<file path="src/rtl/truth_table_scanner_pkg.sv">
// Shared types and constants for the truth-table scanner and its settle timer.
package truth_table_scanner_pkg;

    typedef enum logic [1:0] {
        ST_IDLE,
        ST_SETTLE,
        ST_SAMPLE,
        ST_DONE
    } state_t;

    localparam int         N_VEC              = 8;
    localparam logic [7:0] EXP_MASK_SOP_01367 = 8'hCB;
    localparam int         CNT_W              = 4;

endpackage

</file>
<file path="src/rtl/tt_settle_timer.sv">
// Loadable down-counter that measures how long each stimulus vector is held.
module tt_settle_timer
    import truth_table_scanner_pkg::*;
(
    input  logic             clk,
    input  logic             rst_n,
    input  logic             load,
    input  logic [CNT_W-1:0] load_value,
    input  logic             dec,
    output logic [CNT_W-1:0] value,
    output logic             zero
);

    assign zero = (value == '0);

    // Load wins over decrement; the counter never wraps below zero.
    always_ff @(posedge clk or negedge rst_n) begin
        if (!rst_n) begin
            value <= '0;
        end else if (load) begin
            value <= load_value;
        end else if (dec && !zero) begin
            value <= value - 1'b1;
        end
    end

endmodule

</file>
<file path="src/rtl/truth_table_scanner.sv">
// Steps x/y/z through all 8 vectors, captures s1/s2 into truth tables and
// compares them against each other and against the expected minterm mask.
module truth_table_scanner
    import truth_table_scanner_pkg::*;
#(
    parameter int         SETTLE   = 1,
    parameter logic [7:0] EXP_MASK = EXP_MASK_SOP_01367
) (
    input  logic       clk,
    input  logic       rst_n,
    input  logic       start,
    output logic       x,
    output logic       y,
    output logic       z,
    input  logic       s1,
    input  logic       s2,
    output logic       busy,
    output logic       done,
    output logic [7:0] tt_sop,
    output logic [7:0] tt_pos,
    output logic       equal,
    output logic       match_exp,
    output logic [3:0] mismatch_cnt,
    output logic [2:0] first_bad,
    output logic       first_bad_vld
);

    localparam logic [CNT_W-1:0] RELOAD   = CNT_W'(SETTLE - 1);
    localparam logic [2:0]       LAST_IDX = 3'(N_VEC - 1);

    state_t           state;
    state_t           state_next;
    logic [2:0]       idx;
    logic             accept;
    logic             timer_load;
    logic             timer_dec;
    logic             timer_zero;
    logic [CNT_W-1:0] timer_value;
    logic             last_vec;
    logic             bad;
    logic [7:0]       sop_next;
    logic [7:0]       pos_next;

    tt_settle_timer u_timer (
        .clk        (clk),
        .rst_n      (rst_n),
        .load       (timer_load),
        .load_value (RELOAD),
        .dec        (timer_dec),
        .value      (timer_value),
        .zero       (timer_zero)
    );

    assign busy     = (state != ST_IDLE);
    assign done     = (state == ST_DONE);
    assign last_vec = (idx == LAST_IDX);
    assign bad      = (s1 != s2) || (s1 != EXP_MASK[idx]);

    // Tables as they will look after this sample, so the final compare
    // is ready in the same cycle done rises.
    always_comb begin
        sop_next      = tt_sop;
        pos_next      = tt_pos;
        sop_next[idx] = s1;
        pos_next[idx] = s2;
    end

    always_ff @(posedge clk or negedge rst_n) begin
        if (!rst_n) begin
            state <= ST_IDLE;
        end else begin
            state <= state_next;
        end
    end

    always_comb begin
        state_next = state;
        accept     = 1'b0;
        timer_load = 1'b0;
        timer_dec  = 1'b0;
        case (state)
            ST_IDLE: begin
                if (start) begin
                    accept     = 1'b1;
                    timer_load = 1'b1;
                    state_next = ST_SETTLE;
                end
            end
            ST_SETTLE: begin
                if (timer_zero) begin
                    state_next = ST_SAMPLE;
                end else begin
                    timer_dec = 1'b1;
                end
            end
            ST_SAMPLE: begin
                if (last_vec) begin
                    state_next = ST_DONE;
                end else begin
                    timer_load = 1'b1;
                    state_next = ST_SETTLE;
                end
            end
            ST_DONE:  state_next = ST_IDLE;
            default:  state_next = ST_IDLE;
        endcase
    end

    always_ff @(posedge clk or negedge rst_n) begin
        if (!rst_n) begin
            idx           <= '0;
            {x, y, z}     <= 3'b000;
            tt_sop        <= '0;
            tt_pos        <= '0;
            equal         <= 1'b0;
            match_exp     <= 1'b0;
            mismatch_cnt  <= '0;
            first_bad     <= '0;
            first_bad_vld <= 1'b0;
        end else if (accept) begin
            idx           <= '0;
            {x, y, z}     <= 3'b000;
            tt_sop        <= '0;
            tt_pos        <= '0;
            equal         <= 1'b0;
            match_exp     <= 1'b0;
            mismatch_cnt  <= '0;
            first_bad     <= '0;
            first_bad_vld <= 1'b0;
        end else if (state == ST_SAMPLE) begin
            tt_sop <= sop_next;
            tt_pos <= pos_next;
            if (bad) begin
                mismatch_cnt <= mismatch_cnt + 4'd1;
                if (!first_bad_vld) begin
                    first_bad     <= idx;
                    first_bad_vld <= 1'b1;
                end
            end
            if (last_vec) begin
                equal     <= (sop_next == pos_next);
                match_exp <= (sop_next == EXP_MASK) && (pos_next == EXP_MASK);
            end else begin
                idx       <= idx + 3'd1;
                {x, y, z} <= idx + 3'd1;
            end
        end
    end

endmodule

</file>
<file path="config.mk">
export PLATFORM = sky130hd
export DESIGN_NAME = truth_table_scanner
export DESIGN_NICKNAME = d
export VERILOG_FILES = /design/src/rtl/truth_table_scanner_pkg.sv /design/src/rtl/tt_settle_timer.sv /design/src/rtl/truth_table_scanner.sv
export SDC_FILE = /design/constraint.sdc
export NUM_CORES = 1
export LEC_CHECK = 0
export CORE_UTILIZATION = 45
export DETAILED_ROUTE_END_ITERATION = 8
export GPL_TIMING_DRIVEN = 0
export MAX_ROUTING_LAYER = met4
export PLACE_DENSITY = 0.66
export SLEW_MARGIN = 20
export SYNTH_ARGS = -nofsm -noshare
export SYNTH_HDL_FRONTEND = slang
export SYNTH_SLANG_ARGS = --single-unit
</file>
<file path="constraint.sdc">
create_clock -name clk -period 4.5 [get_ports clk]
set_input_delay 0.675 -clock clk [delete_from_list [all_inputs] [get_ports clk]]
set_output_delay 0.675 -clock clk [all_outputs]
set_load 0.03 [all_outputs]
</file>
==> summary.md, run 1 <==
| Metric | Value |
|---|---|
| Post-synthesis sequential area ratio | roughly two fifths |
| Unique masters post-synth | 51 |
| ANT cells | 0 |
| Fraction of the cycle the final worst path needs | 59.9% |
| Status | finished, final reports clean |
| GRT Total Usage | 26.9% |
| Total power per unit cell area | 552 mW/mm^2 |
| Layout Nets | 315 |
| FF-to-FF Start | idx[0]$_DFFE_PN0P_ |
| Logic pwr share | 56.0% |
| Clock power share | 14.1% |
| Top post-synthesis cells by area | dfrtp_1 (39%), nand2_1 (6.5%), o21ai_0 (4.9%) |
| Port bufs | 35 |
| Core region area | between 0.004 and 0.005 sq mm |
| Via density | 5.79 |
| HP Class | in -> async |
| 1st-iter DRT viols | about 240 |
| Top_reg_cell synth | dfrtp_1 |
| Vias in the first global route | 1,996 |
| Ys Warns | 0 |
| First-pass GRT wire length | between 10,000 and 15,000 um |
| Mapped Avg Cell Area | 8.61 sq um |
| Worst Path Required | between 4 and 5 ns |
| Post-CTS Setup Bufs | 0 |
| PostCTS Resize Cnt | 0 |
| Post-Place Cells | 364 |
| Commonest non-fill, non-tap cell in the layout | nand2_1 |
| Gate Count Post-Synth | 261 |
| CTS tree | done |
| Max Root-Sink Buffers | 2 |
| CTS Hold Bufs | 0 |
| Sequential power share | between 20% and 30% |
| Endpoints failing hold | 0 |
| Slew Limit Headroom | 47.1% |
| Area of the multi-input gates | about 0.0013 sq mm |
| Worst skew pair latency | 0.29 ns |
| Starting Density | between 40% and 50% |
| Final HPWL DP | about 4600 um |
| MaxCap Viol Count | 0 |
| Setup TNS | 0 ns |
| Die H | 72.7 um |
| GPL Wtd Cong | approximately 0.92 |
| Initial antenna violation count | 0 |
| Most frequent cells in the layout | nand2_1 (39), dfrtp_1 (35), clkdlybuf4s50_1 (34) |
| Synth async-reset ratio | 100% |
| Design Area, Final | 0.00278 sq mm |
| Tmin final | 2.70 ns |
| Clk slew on worst S/H paths | 0.07 ns |
| RSZ-0062 raised after global routing | false |
| Final setup violation count | 0 |
| Post-Route WL | a little over 6000 um |
| FF/Latch Area | between 800 and 900 sq um |
| Fin. max-slew vios | 0 |
| Ports | 36 |
| Layout cells sized above 1 | 7.59% |
| Router iterations before antenna repair | 5 |
| Total die area | 0.00528 sq mm |
| Worst setup path category | reg -> reg |
| Seq cells post-synth | 35 |
| Worst Setup SP | idx[0]$_DFFE_PN0P_ |
| Row count | 25 |
| CP startpoint kind | flop |
| Grt ovf | 0 |
| Routed len/inst | 16.5 um |
| Detail Route Antenna Nets | 0 |
| # DRC | 0 |
| Vias | 2,142 |
| Setup WS post-layout | 1.80 ns |
| Syn_nets | 272 |
| Root Driver | clkbuf_8 |
| Post-place setup slack | around 1.7 ns |
| H-tree Lvls | 2 |
| Overall power | 0.00153 W |
| Top cell type's share of synthesized area | 39.0% |
| Area Growth Syn to Fin | 23.7% |
| Synthesized area | between 0.002 and 0.0025 sq mm |
| Switching power | 0.000721 W |
| Static leakage | 1.14 nW |
| Switching share of total power | a little under half |
| CP arrival | between 2 and 3 ns |
| Worst Path Max Fanout | 10 |
| Worst Skew | 0.00414 ns |
| Crit path capture type | flop |
| Fin cells | 370 |
| Post-DP Area | 0.00271 sq mm |
| Post-synth EDFFs | 0 |
| Fillers | 461 |
| Largest net degree at the start of global routing | 21 |
| Largest area contributor in the netlist | dfrtp_1 |
| Max Freq | roughly 370 MHz |
| TritonCTS Sinks | 35 |
| Actual slew at the worst max-slew pin | 0.792 ns |
| Peak supply drop | between 200 and 300 uV |
| CTS Buf Count | 5 |
| P_int | 0.000813 W |
| Die width | 72.7 um |
-- through the flow --
| step | hold WS (ns) | utilization (%) |
|---|---|---|
| global route | 0.338 | 58.5 |
| detailed placement | 0.493 | 56.9 |
| finish | 0.315 | 58.5 |
| global placement | 0.489 | 56.4 |
| floorplan | 0.379 | - |
| CTS | 0.321 | 58.5 |
-- worst paths after layout --
check	end	slack, ns	depth (start not counted)
worst max-delay path	first_bad[1]$_DFFE_PN0P_	1.80	8
worst min-delay path	tt_pos[2]$_DFFE_PN0P_	0.31	1
worst max register to register	first_bad[1]$_DFFE_PN0P_	1.80	8
worst min register to register	first_bad_vld$_DFFE_PN0P_	0.50	2
max in group asynchronous	tt_pos[1]$_DFFE_PN0P_	3.74	2
min in group clk	first_bad_vld$_DFFE_PN0P_	0.50	2
-- worst max-delay path, stage by stage (launching register included) --
cell	delay, ns
dfrtp_1	0.37
buf_4	0.17
clkbuf_1	0.39
inv_1	0.24
ha_1	0.24
nor2b_1	0.14
o311ai_2	0.63
nor2_1	0.22
mux2i_1	0.16
-- power groups by stage --
stage	combinational, W	clock (W)	sequential (W)
finish	0.000859	0.000216	0.000459
global route	0.000938	0.000236	0.000471
CTS	0.000855	0.000224	0.000458
detailed placement	0.000852	0	0.000464
global placement	0.000847	0	0.000462
floorplan	0.000477	0	0.000553
-- final cells by class --
| class | count | share of cell area (%) |
|---|---|---|
| tap | 67 | 3.01 |
| buffer | 12 | 2.07 |
| multi-input combinational | 199 | 45.3 |
| clock inverter | 1 | 0.270 |
| sequential | 35 | 31.5 |
| inverter | 15 | 2.02 |
| clock buffer | 5 | 2.47 |
| timing repair buffer | 36 | 13.4 |
-- kinds of logic after synthesis --
logic type / synth area share [%]
AOI/OAI and AO/OA: 23.2
adders and majority gates: 3.34
buffers and inverters: 5.06
and+or+nand+nor: 22.5
xor gates and xnor gates: 4.28
DFF: 39.0
muxes: 2.73
-- state kept, by name, indices dropped and copies added, names as in the netlist --
signal / flops
tt_sop: 8
first_bad_vld: 1
match_exp: 1
equal: 1
state: 2
idx: 3
first_bad: 3
mismatch_cnt: 4
u_timer.value: 4
tt_pos: 8
-- layer usage --
metal | track usage (%) | part of all wire, % | up-vias
met2 | 39.0 | 44 | 77
met1 | 37.4 | 48 | 1034
met5 | - | 0 | -
met4 | 9.80 | 1.8 | 0
li1 | - | - | 1021
met3 | 5.11 | 6.3 | 10
-- synthesized netlist by cell type, types with 4 or more instances --
library cell  number
dfrtp_1           35
nor3_1             5
buf_2              4
xor2_1             6
nor2b_1            7
nand3b_1           4
nand3_1            8
clkbuf_1           5
nor2_1            13
nor3b_1            4
a21oi_1           11
inv_1             15
a22o_1             6
xnor2_1            5
mux2i_1            5
nand2b_1           9
ha_1               6
o21ai_0           22
nand2_1           39
No activity file was read; power rests on OpenSTA's default activity.
==> run 2, diff against run 1 <==
==> constraint.sdc (replaced) <==
create_clock -name clk -period 2.5 [get_ports clk]
set_input_delay 0.375 -clock clk [delete_from_list [all_inputs] [get_ports clk]]
set_output_delay 0.375 -clock clk [all_outputs]
set_load 0.03 [all_outputs]
==> run 2 against run 1 <==
Critical path depth is 1 lower. Critical endpoint is now match_exp$_DFFE_PN0P_. Critical path type unchanged. Highest routed layer unchanged. Clock-buffer cell count stayed put. Utilization is 0.29 points higher. Combinational power is 82% higher. Clock power is 80% higher.
==> summary.md, run 2 (synthesized netlist as in run 1, its figures left out) <==
| Metric | Value |
|---|---|
| First-pass GRT wire length | 10,200 um (-0.48%) |
| Worst Skew | 0.00440 ns (+0.000260 ns) |
| CP startpoint kind | flop |
| Fin. max-slew vios | 0 (unchanged) |
| Worst skew pair latency | 0.29 ns (about the same) |
| Max incr delay on CP | 0.50 ns (-0.13 ns) |
| Tmin final | 2.22 ns (-0.479 ns) |
| Max Root-Sink Buffers | 2 (unchanged) |
| Post-Route WL | 6080 um (-0.38%) |
| Starting Density | 47.3% (unchanged) |
| GPL Wtd Cong | 0.924 (unchanged) |
| Via density | 5.80 (+0.13%) |
| Hold_ws | 0.0134 ns (-0.301 ns) |
| Area Growth Syn to Fin | 24.3% |
| Status | finished, final reports clean |
| Top flop regs | tt_pos: 8 flops, tt_sop: 8 flops |
| Most frequent cells in the layout | nand2_1 (39), dfrtp_1 (35), clkdlybuf4s50_1 (34) |
| P_int | 0.00147 W (+80%) |
| # DRC | 0 (unchanged) |
| Worst R2R Path Depth | 7 (-1) |
| Final setup violation count | 0 (unchanged) |
| Layout Nets | 314 (-0.32%) |
| Logic pwr share | 56.2% (+0.2 points) |
| RSZ-0062 raised after global routing | false |
| Routed len/inst | 16.5 um (-0.11%) |
| RR Endpoint | match_exp$_DFFE_PN0P_ |
| Port bufs | 35 (unchanged) |
| Actual slew at the worst max-slew pin | 0.547 ns (-0.245 ns) |
| CP dominant cell by count | ha_1 |
| Die H | 72.7 um (unchanged) |
| Switching power | 0.00131 W (+81%) |
| Row count | 25 (unchanged) |
| MaxCap Viol Count | 0 (unchanged) |
| Slew Limit Headroom | 63.3% (+16 points) |
| Final HPWL DP | 4560 um (unchanged) |
| CP arrival | 2.42 ns (-0.44 ns) |
| Router iterations before antenna repair | 5 (unchanged) |
| R2R setup slack | 0.28 ns (-1.52 ns) |
| Peak supply drop | 524 uV (+84%) |
| Clock power share | 14.0% (about the same) |
| CTS Hold Bufs | 0 (unchanged) |
| HP Class | in -> async |
| H-tree Lvls | 2 (unchanged) |
| Area of the multi-input gates | 0.00128 sq mm (+1.4%) |
| Post-DP Area | 0.00271 sq mm (unchanged) |
| Critical path's slowest cell | dfrtp_1 |
| FF-to-FF Start | idx[1]$_DFFE_PN0P_ |
| Sequential power share | 29.8% (about the same) |
| Crit path capture type | flop |
| Clk slew on worst S/H paths | 0.07 ns (about the same) |
| Initial antenna violation count | 0 (unchanged) |
| Fillers | 457 (-0.87%) |
| CTS tree | done |
| Core region area | 0.00475 sq mm (unchanged) |
| 1st-iter DRT viols | 221 (-9.4%) |
| Die width | 72.7 um (unchanged) |
| Total power per unit cell area | 992 mW/mm^2 (+80%) |
| GRT Total Usage | 26.7% (-0.15 points) |
| FF/Latch Area | 876 sq um (unchanged) |
| Total die area | 0.00528 sq mm (unchanged) |
| Worst-path cell chain | ha_1 > ha_1 > nand3b_1 > a221o_1 > a211oi_2 > nand4_1 > o31ai_1 |
| Root Driver | clkbuf_8 |
| Static leakage | 1.14 nW (+0.21%) |
| Design Area, Final | 0.00280 sq mm (+0.49%) |
| Switching share of total power | 47.1% (+0.10 points) |
| ANT cells | 0 (unchanged) |
| Fraction of the cycle the final worst path needs | 88.7% (+29 points) |
| Commonest non-fill, non-tap cell in the layout | nand2_1 |
| Detail Route Antenna Nets | 0 (unchanged) |
| Endpoints failing hold | 0 (unchanged) |
| Layout cells sized above 1 | 8.28% (+0.69 points) |
| Worst setup path category | reg -> reg |
| Grt ovf | 0 (unchanged) |
| Vias in the first global route | 1,988 (-0.40%) |
| Post-CTS Setup Bufs | 0 (unchanged) |
| Vias | 2,139 (-0.14%) |
| Max Freq | 451 MHz (+22%) |
| CTS Buf Count | 5 (unchanged) |
| Worst Path Max Fanout | 8 (-2) |
| Largest net degree at the start of global routing | 21 (unchanged) |
| TritonCTS Sinks | 35 (unchanged) |
| Worst Path Required | 2.70 ns (-1.97 ns) |
| Ports | 36 (unchanged) |
run 2: cell types whose count changed in the layout (fill, tap and decap cells not counted), sizes merged:
cell and change:
clkbuf -1
run 2: worst max path at each step:
stage / from / to / slack [ns]
after floorplan: idx[0]$_DFFE_PN0P_ / first_bad[0]$_DFFE_PN0P_ / 0.08
after global placement: idx[0]$_DFFE_PN0P_ / first_bad[1]$_DFFE_PN0P_ / -0.17
after detailed placement: idx[0]$_DFFE_PN0P_ / first_bad[0]$_DFFE_PN0P_ / -0.18
after CTS: idx[1]$_DFFE_PN0P_ / match_exp$_DFFE_PN0P_ / 0.17
after global routing: idx[0]$_DFFE_PN0P_ / first_bad[2]$_DFFE_PN0P_ / 0.1
final: idx[1]$_DFFE_PN0P_ / match_exp$_DFFE_PN0P_ / 0.28
run 2: layout make-up:
| class | instances | share of cell area (%) |
|---|---|---|
| multi-input combinational | 199 | 45.7 |
| sequential | 35 | 31.3 |
| timing repair buffer | 36 | 13.3 |
| tap | 67 | 3.00 |
| clock buffer | 5 | 2.46 |
| inverter | 15 | 2.01 |
| buffer | 11 | 1.92 |
| clock inverter | 1 | 0.269 |
run 2: power by group through the flow:
stage               combinational (W)  clock (W)  sequential, W
floorplan                    0.000859          0       0.000995
global placement              0.00152          0       0.000832
detailed placement            0.00153          0       0.000834
CTS                           0.00154   0.000403       0.000825
global route                  0.00170   0.000425       0.000849
finish                        0.00156   0.000389       0.000825
run 2: what timing repair did:
| action | CTS | global route |
|---|---|---|
| endpoints found under the setup margin | 5 | 3 |
| pin swaps | 0 | 0 |
| endpoints found under the hold margin | 0 | 0 |
| gates resized for setup | 1 | 2 |
run 2: metal layers:
metal	vias up	part of all wire [%]	track usage, %
met3	15	7.4	5.11
met1	1019	46	37.1
met5	-	0	-
met2	90	44	38.4
met4	0	2.3	10.7
li1	1015	-	-
run 2: metrics by stage:
step	utilization (%)	std cells	setup slack, ns	TNS (ns)	power, W
floorplan	-	261	0.0768	0	0.00185
global placement	56.4	363	-0.170	-0.624	0.00236
detailed placement	56.9	364	-0.182	-0.696	0.00237
CTS	58.6	369	0.170	0	0.00277
global route	58.8	369	0.0973	0	0.00297
finish	58.8	369	0.284	0	0.00277
run 2: worst max-delay path: cells and delay by family, from the launching register on:
family	cells	cell delay [ns]
compound gates	3	0.86
flops	1	0.50
fa+ha+maj	2	0.41
simple gates	2	0.36
==> run 3, diff against run 2 <==
--- a/config.mk
+++ b/config.mk
@@ -6,6 +6,8 @@
 export NUM_CORES = 1
 export LEC_CHECK = 0
 export CORE_UTILIZATION = 45
+export CTS_CLUSTER_DIAMETER = 30
+export CTS_CLUSTER_SIZE = 25
 export DETAILED_ROUTE_END_ITERATION = 8
 export GPL_TIMING_DRIVEN = 0
 export MAX_ROUTING_LAYER = met4
==> results of run 3 <==
No change in the layout: final DEF, timing and power equal those of run 2.
